$ cat config.mk
export PLATFORM = sky130hd
export DESIGN_NAME = adsr_vca_flat
export DESIGN_NICKNAME = d
export VERILOG_FILES = /design/src/rtl/env_pkg.sv /design/src/rtl/axis_if.sv /design/src/rtl/env_vca_mult.sv /design/src/rtl/adsr_vca.sv /design/src/flat_wrapper.sv
export SDC_FILE = /design/constraint.sdc
export NUM_CORES = 2
export LEC_CHECK = 0
export ABC_AREA = 1
export CAP_MARGIN = 20
export CORE_MARGIN = 3
export CORE_UTILIZATION = 65
export DETAILED_ROUTE_END_ITERATION = 6
export PLACE_DENSITY = 0.92
export SYNTH_ARGS = -nofsm -noshare
export SYNTH_HDL_FRONTEND = slang
export SYNTH_SLANG_ARGS = --single-unit
$ cat constraint.sdc
create_clock -name clk -period 9.35 [get_ports clk]
set_input_delay 0.935 -clock clk [delete_from_list [all_inputs] [get_ports clk]]
set_output_delay 0.935 -clock clk [all_outputs]
set_load 0.05 [all_outputs]
$ cat src/rtl/env_pkg.sv
// Shared envelope types and constants.
// Used by the ADSR VCA datapath and its multiplier.
package env_pkg;

  localparam int LEVEL_W = 24;
  localparam logic [LEVEL_W-1:0] LEVEL_MAX = 24'hFFFFFF;

  typedef enum logic [2:0] {
    ENV_IDLE    = 3'd0,
    ENV_ATTACK  = 3'd1,
    ENV_DECAY   = 3'd2,
    ENV_SUSTAIN = 3'd3,
    ENV_RELEASE = 3'd4
  } env_state_t;

endpackage

$ cat src/rtl/axis_if.sv
// Minimal valid/ready stream bundle.
// Master drives valid/data, slave drives ready.
interface Axis_If #(
  parameter int W = 24
);

  logic         valid;
  logic         ready;
  logic [W-1:0] data;

  modport Master (
    output valid,
    output data,
    input  ready
  );

  modport Slave (
    input  valid,
    input  data,
    output ready
  );

endinterface

$ cat src/rtl/env_vca_mult.sv
// Two-stage 24x25 signed multiply, enable-gated.
// Ports: clk, reset, en, sample (1.23), level (0.24), result (1.23).
module env_vca_mult
  import env_pkg::*;
(
  input  logic                      clk,
  input  logic                      reset,
  input  logic                      en,
  input  logic signed [LEVEL_W-1:0] sample,
  input  logic        [LEVEL_W-1:0] level,
  output logic signed [LEVEL_W-1:0] result
);

  logic signed [LEVEL_W-1:0] a_q;
  logic signed [LEVEL_W:0]   b_q;
  logic signed [47:0]        a_x;
  logic signed [47:0]        b_x;
  logic signed [47:0]        prod;
  logic                      unused_lo;

  // b is non-negative and below 2^24, so the
  // product always fits in 48 bits.
  assign a_x  = 48'(a_q);
  assign b_x  = 48'(b_q);
  assign prod = a_x * b_x;

  assign unused_lo = ^prod[23:0];

  always_ff @(posedge clk) begin
    if (reset) begin
      a_q    <= '0;
      b_q    <= '0;
      result <= '0;
    end else if (en) begin
      a_q    <= sample;
      b_q    <= {1'b0, level};
      result <= prod[47:24];
    end
  end

endmodule

$ cat src/rtl/adsr_vca.sv
// ADSR envelope generator driving a VCA on a sample stream.
// Ports: clk, reset, gate, rates, signal_in/out, env_level/state, active.
module adsr_vca
  import env_pkg::*;
(
  input  logic               clk,
  input  logic               reset,
  input  logic               gate,
  input  logic [LEVEL_W-1:0] attack_rate,
  input  logic [LEVEL_W-1:0] decay_rate,
  input  logic [LEVEL_W-1:0] sustain_level,
  input  logic [LEVEL_W-1:0] release_rate,
  Axis_If.Slave              signal_in,
  Axis_If.Master             signal_out,
  output logic [LEVEL_W-1:0] env_level,
  output logic [2:0]         env_state,
  output logic               active
);

  env_state_t         st_q;
  env_state_t         st_d;
  logic [LEVEL_W-1:0] lvl_d;
  logic [LEVEL_W:0]   atk_sum;
  logic [LEVEL_W-1:0] dcy_gap;
  logic [LEVEL_W-1:0] prod_hi;
  logic               en;
  logic               acc;
  logic               v1_q;
  logic               v2_q;

  assign en  = !v2_q || signal_out.ready;
  assign acc = signal_in.valid && en;

  assign signal_in.ready  = en;
  assign signal_out.valid = v2_q;
  assign signal_out.data  = prod_hi;
  assign env_state        = st_q;

  assign atk_sum = {1'b0, env_level}
                 + {1'b0, attack_rate};
  assign dcy_gap = env_level - sustain_level;

  always_comb begin
    st_d  = st_q;
    lvl_d = env_level;
    if (acc) begin
      unique case (st_q)
        ENV_IDLE: begin
          if (gate) st_d = ENV_ATTACK;
        end
        ENV_ATTACK: begin
          if (!gate) begin
            st_d = ENV_RELEASE;
          end else if (attack_rate == '0 ||
                       atk_sum >= {1'b0, LEVEL_MAX}) begin
            lvl_d = LEVEL_MAX;
            st_d  = ENV_DECAY;
          end else begin
            lvl_d = atk_sum[LEVEL_W-1:0];
          end
        end
        ENV_DECAY: begin
          // dcy_gap is only meaningful when the level
          // is above sustain, hence the explicit guard.
          if (!gate) begin
            st_d = ENV_RELEASE;
          end else if (decay_rate == '0 ||
                       env_level <= sustain_level ||
                       dcy_gap <= decay_rate) begin
            lvl_d = sustain_level;
            st_d  = ENV_SUSTAIN;
          end else begin
            lvl_d = env_level - decay_rate;
          end
        end
        ENV_SUSTAIN: begin
          if (!gate) st_d = ENV_RELEASE;
          else lvl_d = sustain_level;
        end
        ENV_RELEASE: begin
          // Retrigger keeps the current level.
          if (gate) begin
            st_d = ENV_ATTACK;
          end else if (release_rate == '0 ||
                       env_level <= release_rate) begin
            lvl_d = '0;
            st_d  = ENV_IDLE;
          end else begin
            lvl_d = env_level - release_rate;
          end
        end
        default: begin
          lvl_d = '0;
          st_d  = ENV_IDLE;
        end
      endcase
    end
  end

  always_ff @(posedge clk) begin
    if (reset) begin
      st_q      <= ENV_IDLE;
      env_level <= '0;
      active    <= 1'b0;
      v1_q      <= 1'b0;
      v2_q      <= 1'b0;
    end else begin
      st_q      <= st_d;
      env_level <= lvl_d;
      active    <= (st_d != ENV_IDLE);
      if (en) begin
        v1_q <= signal_in.valid;
        v2_q <= v1_q;
      end
    end
  end

  // The multiplier sees the level held before this
  // accept's update.
  env_vca_mult u_mult (
    .clk    (clk),
    .reset  (reset),
    .en     (en),
    .sample (signal_in.data),
    .level  (env_level),
    .result (prod_hi)
  );

endmodule

$ cat src/flat_wrapper.sv
// flat-port wrapper written by rule: the top's interface ports become plain ports
module adsr_vca_flat import env_pkg::*;
  (clk, reset, gate, attack_rate, decay_rate, sustain_level, release_rate, env_level, env_state, active, signal_in_valid, signal_in_data, signal_in_ready, signal_out_valid, signal_out_data, signal_out_ready);
  Axis_If #(.W(24)) signal_in_i ();
  Axis_If #(.W(24)) signal_out_i ();
  input  logic clk;
  input  logic reset;
  input  logic gate;
  input  logic [LEVEL_W-1:0] attack_rate;
  input  logic [LEVEL_W-1:0] decay_rate;
  input  logic [LEVEL_W-1:0] sustain_level;
  input  logic [LEVEL_W-1:0] release_rate;
  output logic [LEVEL_W-1:0] env_level;
  output logic [2:0] env_state;
  output logic active;
  input wire logic [$bits(signal_in_i.valid)-1:0] signal_in_valid;
  input wire logic [$bits(signal_in_i.data)-1:0] signal_in_data;
  output wire logic [$bits(signal_in_i.ready)-1:0] signal_in_ready;
  output wire logic [$bits(signal_out_i.valid)-1:0] signal_out_valid;
  output wire logic [$bits(signal_out_i.data)-1:0] signal_out_data;
  input wire logic [$bits(signal_out_i.ready)-1:0] signal_out_ready;
  assign signal_in_i.valid = signal_in_valid;
  assign signal_in_i.data = signal_in_data;
  assign signal_in_ready = signal_in_i.ready;
  assign signal_out_valid = signal_out_i.valid;
  assign signal_out_data = signal_out_i.data;
  assign signal_out_i.ready = signal_out_ready;
  adsr_vca u_core (.clk(clk), .reset(reset), .gate(gate), .attack_rate(attack_rate), .decay_rate(decay_rate), .sustain_level(sustain_level), .release_rate(release_rate), .signal_in(signal_in_i), .signal_out(signal_out_i), .env_level(env_level), .env_state(env_state), .active(active));
endmodule
After elaboration in Yosys (flattened, before gate mapping) --
Cells that the tools add are included.
Word-level totals: memories kept 0, output and inout bits 54, ROM bits 0, bits in latches 0, memory bits (writable) 0, flip-flop bits (word level) 102, logic and storage cells 57
Operators by class: $mul 1, reductions and logical operators 13, bitwise operators 1, add/sub/neg operators 4, divide/modulo/power cells 0, muxes and demuxes 18, magnitude comparators 4, shift operators 0, eq/ne operators 8
Operators by type and width (number):
- 24-bit two-way mux | 7
- 24-bit one-hot mux with 5 select lines | 1
- 24-bit less-or-equal comparator | 3
- 24-bit zero test | 3
- 24-bit subtractor | 3
- 24-bit by 25-bit multiplier with 48-bit output | 1
- 3-bit two-way mux | 9
- 24-bit by 24-bit adder with 25-bit output | 1
- 25-bit by 24-bit >= comparator with 1-bit output (second input constant) | 1
- 3-bit one-hot mux with 5 select lines | 1
- 2-bit != test (second input constant) | 4
- 3-bit by 2-bit == test with 1-bit output (second input constant) | 2
- 6-bit AND reduction | 1
- 1-bit logical OR | 5
- 3-bit by 1-bit == test with 1-bit output (second input constant) | 1
- 3-bit == test (second input constant) | 1
- 3-bit zero test | 1
- 3-bit nonzero test | 1
- 1-bit logical AND | 1
- 1-bit zero test | 1
- 1-bit NOT | 1

Longest topological paths before layout --
depth after elaboration 8, mapped depth 32

By module --
A second synthesis with hierarchy kept.
Unflattened totals: cell total of the unflattened synthesis 4516, area total of the unflattened synthesis 31313.8 µm²
By module, submodules not included:
- env_vca_mult | seq. area each 1441.4 µm², area each 22775.6 µm², times used 1, cells each 3054
- adsr_vca | seq. area each 600.6 µm², area each 8538.2 µm², times used 1, cells each 1462

Worst setup path after synthesis --
No wires, ideal clock.
path kind flip-flop to flip-flop, start reg u_core.u_mult.a_q[3], end reg u_core.u_mult.result[18], clock period less this slack 6156 ps, stages on the path, launching flop included 29, arrival time 6039 ps, path slack 3194 ps, path buffers 2, cells stage by stage dfxtp_1 clkbuf_1 clkbuf_1 nand2_1 fa_1 inv_1 fa_1 inv_1 fa_1 fa_1 inv_1 fa_1 fa_1 inv_1 fa_1 inv_1 ha_1 a21oi_1 inv_1 a31oi_1 inv_1 a21oi_1 o21ai_0 a21oi_1 o21ai_0 a21oi_1 o21ai_0 o211ai_1 inv_1
Between the ends: longest elaborated chain between the ends 1
Ends and longest elaborated chain:
- start, declared | line env_vca_mult.sv:14 | logic signed [LEVEL_W-1:0] a_q;
- start signal, assigned | line env_vca_mult.sv:35 | a_q <= sample;
- 24-bit by 25-bit multiplier with 48-bit output | line env_vca_mult.sv:25 | assign prod = a_x * b_x;
- end signal, assigned | line env_vca_mult.sv:37 | result <= prod[47:24];
- end, declared | line env_vca_mult.sv:11 | output logic signed [LEVEL_W-1:0] result
Every way passes these cells. A chain may end at the register's enable or synchronous reset.

Final worst setup path --
start reg u_core.u_mult.b_q[11], end reg u_core.u_mult.result[20]
Between the ends: longest elaborated chain between the ends 1
Ends and longest elaborated chain:
- start, declared | line env_vca_mult.sv:15 | logic signed [LEVEL_W:0] b_q;
- start signal, assigned | line env_vca_mult.sv:36 | b_q <= {1'b0, level};
- 24-bit by 25-bit multiplier with 48-bit output | line env_vca_mult.sv:25
Every way passes these cells.

==> impl_metrics.json <==
{
  "cpMostUsedCell": "fa_1",
  "cts_buffers": 9,
  "worst_slew_pin_slew_ps": 1220,
  "clockBufferDepth": 2,
  "initial_core_util": 0.664,
  "fp.dieH_microns": 223,
  "nets": 5353,
  "cp_top_family": "adder cells",
  "syn_inst": 4375,
  "drive_gt1_frac": 0.0241,
  "die_w_microns": 223,
  "maxSlewViolCount": 0,
  "htreeDepth": 3,
  "rows": 78,
  "grt_usage": 0.402,
  "critPathLaunchType": "register",
  "met2_usage": 0.612,
  "clock_latency_ps": 390,
  "first_global_vias": 29600,
  "skew_ps": 22.4,
  "irDropWorstVdd_mv": 0.132,
  "syn2layout_area_growth_pct": 8.24,
  "ant_nets": 0,
  "synth_edf_count": 0,
  "yosysSeqAreaShare": 0.0670,
  "yosys_warnings": 0,
  "cts_resized": 0,
  "holdCritPathClass": "register to register",
  "drt_wl_total_microns": 99500,
  "finalSetupTns_ps": 0,
  "fin_area_sq_um": 33000,
  "postCtsHoldBufs": 0,
  "cp_data_required_time_ps": 9620,
  "max_slew_margin": 0.184,
  "fmax_mhz": 132,
  "cts_setup_buffers": 0,
  "numPortBuffers": 178,
  "setup_viol": 0,
  "period_share": 0.810,
  "yosysUniqueCellTypes": 50,
  "slowest_delay_ps": 1110,
  "drc": 0,
  "p_leak_nw": 19.2,
  "die_area_sq_um": 49500,
  "wl_per_cell_microns": 19.7,
  "drtIter0Drc": 3873,
  "layout_commonest_cell": "inv_1",
  "finalCriticalPeriod_ps": 7570,
  "grt-ovfl-total": 0,
  "cts_root_buf": "clkbuf_16",
  "ys_ff_latch": 102,
  "cellPowerDensity_nw_per_um2": 56.9,
  "gp_congestion": 1.08,
  "core-area_sq_um": 45900,
  "grt_start_max_net_pins": 78,
  "antenna_found_initial": 2,
  "cts_tree": "yes",
  "grt_setup_unrepaired": "false",
  "synthFlopType": "dfxtp_1",
  "via_per_inst": 5.83,
  "dr.pass1.iters": 7,
  "hpwl_microns": 81600,
  "critPathKind": "register to register",
  "grt_busiest_layer": "met2",
  "async_flop_share": 0,
  "clock-sinks": 102,
  "maxCapViolCount": 0,
  "grt_pass1_wl_microns": 157000,
  "synth_area_sq_um": 30500,
  "arrival_ps": 7850,
  "hold_violations": 0,
  "met3_usage": 0.118,
  "num_vias": 29400,
  "synth.avg_cell_area_sq_um": 6.97,
  "crit_chain": "nand2_1 > fa_1 > inv_1 > fa_1 > fa_1 > fa_1 > fa_1 > fa_1 > inv_1 > fa_1 > inv_1 > ha_1 > nand2_1 > nor2_1 > inv_1 > nor2_1 > nand3_1 > o21ai_0 > nand4_1 > nand3_1 > nand3_1 > nand2_1 > inv_1",
  "io_pins": 179,
  "cp_max_fo": 25,
  "place_area_sq_um": 32700,
  "cp_num_buf_inv": 5,
  "whs_ps": 498,
  "synthesis.nets": 5296,
  "layout_common_cells": "inv_1 (1,138), nand2_1 (1,067), fa_1 (485), ha_1 (311), nor2_1 (286)",
  "cpMaxStageDelayCell": "dfxtp_1",
  "clkTransAtPathRegs_ps": 80,
  "status": "complete, no violations",
  "end_kind": "register",
  "nFillCells": 3493,
  "grt_util_met1": 0.542
}
cell usage after synthesis (16+ instances only):
master,count,area share
inv_1,1139,0.14
nand2_1,1067,0.13
fa_1,485,0.32
ha_1,311,0.13
nor2_1,287,0.035
a21oi_1,213,0.035
clkbuf_1,168,0.021
o21ai_0,168,0.028
dfxtp_1,102,0.067
nand3_1,87,0.014
xor2_1,50,0.014
nor3_1,36,0.0059
xnor2_1,35,0.010
nand4_1,26,0.0053
nor4_1,19,0.0039
o21bai_1,19,0.0047
o211ai_1,16,0.0039
power by group:
group	leakage (nW)	total (mW)	internal (mW)	switching [mW]
clock network	0.146	0.422	0.197	0.225
logic	18.2	0.921	0.338	0.583
registers	0.835	0.534	0.461	0.0728
cells by family (layout without fill, tap and decap cells):
logic type | count (synthesis) | count (layout) | share of synthesized area
and+or+nand+nor | 1568 | 1568 | 0.207
other | 0 | 1 | 0
muxes | 1 | 1 | 0.000328
DFF | 102 | 102 | 0.0670
buffers and inverters | 1318 | 1380 | 0.163
xor gates and xnor gates | 85 | 85 | 0.0244
adders and majority gates | 796 | 796 | 0.446
AOI/OAI and AO/OA | 505 | 505 | 0.0919
registers in the layout, indices dropped and copies added, names as in the netlist:
name and flops:
u_core.u_mult.result 24, u_core.env_level 24, u_core.env_state 3, u_core.signal_out.valid 1, u_core.u_mult.a_q 24, u_core.u_mult.b_q 24
u_core.active 1, u_core.v1_q 1
routing by layer:
metal	share of wire	vias to the layer above	wire length (microns)
met3	0.15	463	15000
li1	-	13100	-
met1	0.37	13600	36800
met5	0	-	0
met2	0.43	2195	42500
met4	0.052	0	5160
metrics by stage:
step | total power [mW] | worst slack, ps | instances | utilization
after CTS | 1.84 | 1950 | 5037 | 0.719
final | 1.88 | 1780 | 5038 | 0.719
after global routing | 1.96 | 1390 | 5037 | 0.719
after global placement | 1.39 | 2040 | 5021 | 0.713
after detailed placement | 1.41 | 1990 | 5021 | 0.713
after floorplan | 1.08 | 3190 | 4375 | -
worst min-delay path: cells and delay by family, from the launching register on:
kind | cells | cell delay (ps)
DFF | 1 | 330
and+or+nand+nor | 1 | 70
AOI/OAI and AO/OA | 1 | 60
worst paths after layout:
| kind | startpoint | endpoint | slack (ps) | depth (start not counted) |
|---|---|---|---|---|
| setup reg to reg | u_core.u_mult.b_q[11] | u_core.u_mult.result[20] | 1780 | 23 |
| hold / removal | u_core.v1_q | u_core.v1_q | 500 | 2 |
| setup / recovery | u_core.u_mult.b_q[11] | u_core.u_mult.result[20] | 1780 | 23 |
| hold reg to reg | u_core.v1_q | u_core.v1_q | 500 | 2 |
layout make-up:
class / count / area (sq um) / share of cell area
clock inverter: 6 / 63.8 / 0.00193
timing repair buffer: 223 / 2120 / 0.0643
tap: 600 / 751 / 0.0228
sequential: 102 / 2040 / 0.0619
inverter: 1141 / 4280 / 0.130
antenna: 1 / 2.50 / 0.0000759
multi-input combinational: 2955 / 23500 / 0.712
clock buffer: 10 / 239 / 0.00724
Power figures use the tool's default switching activity.
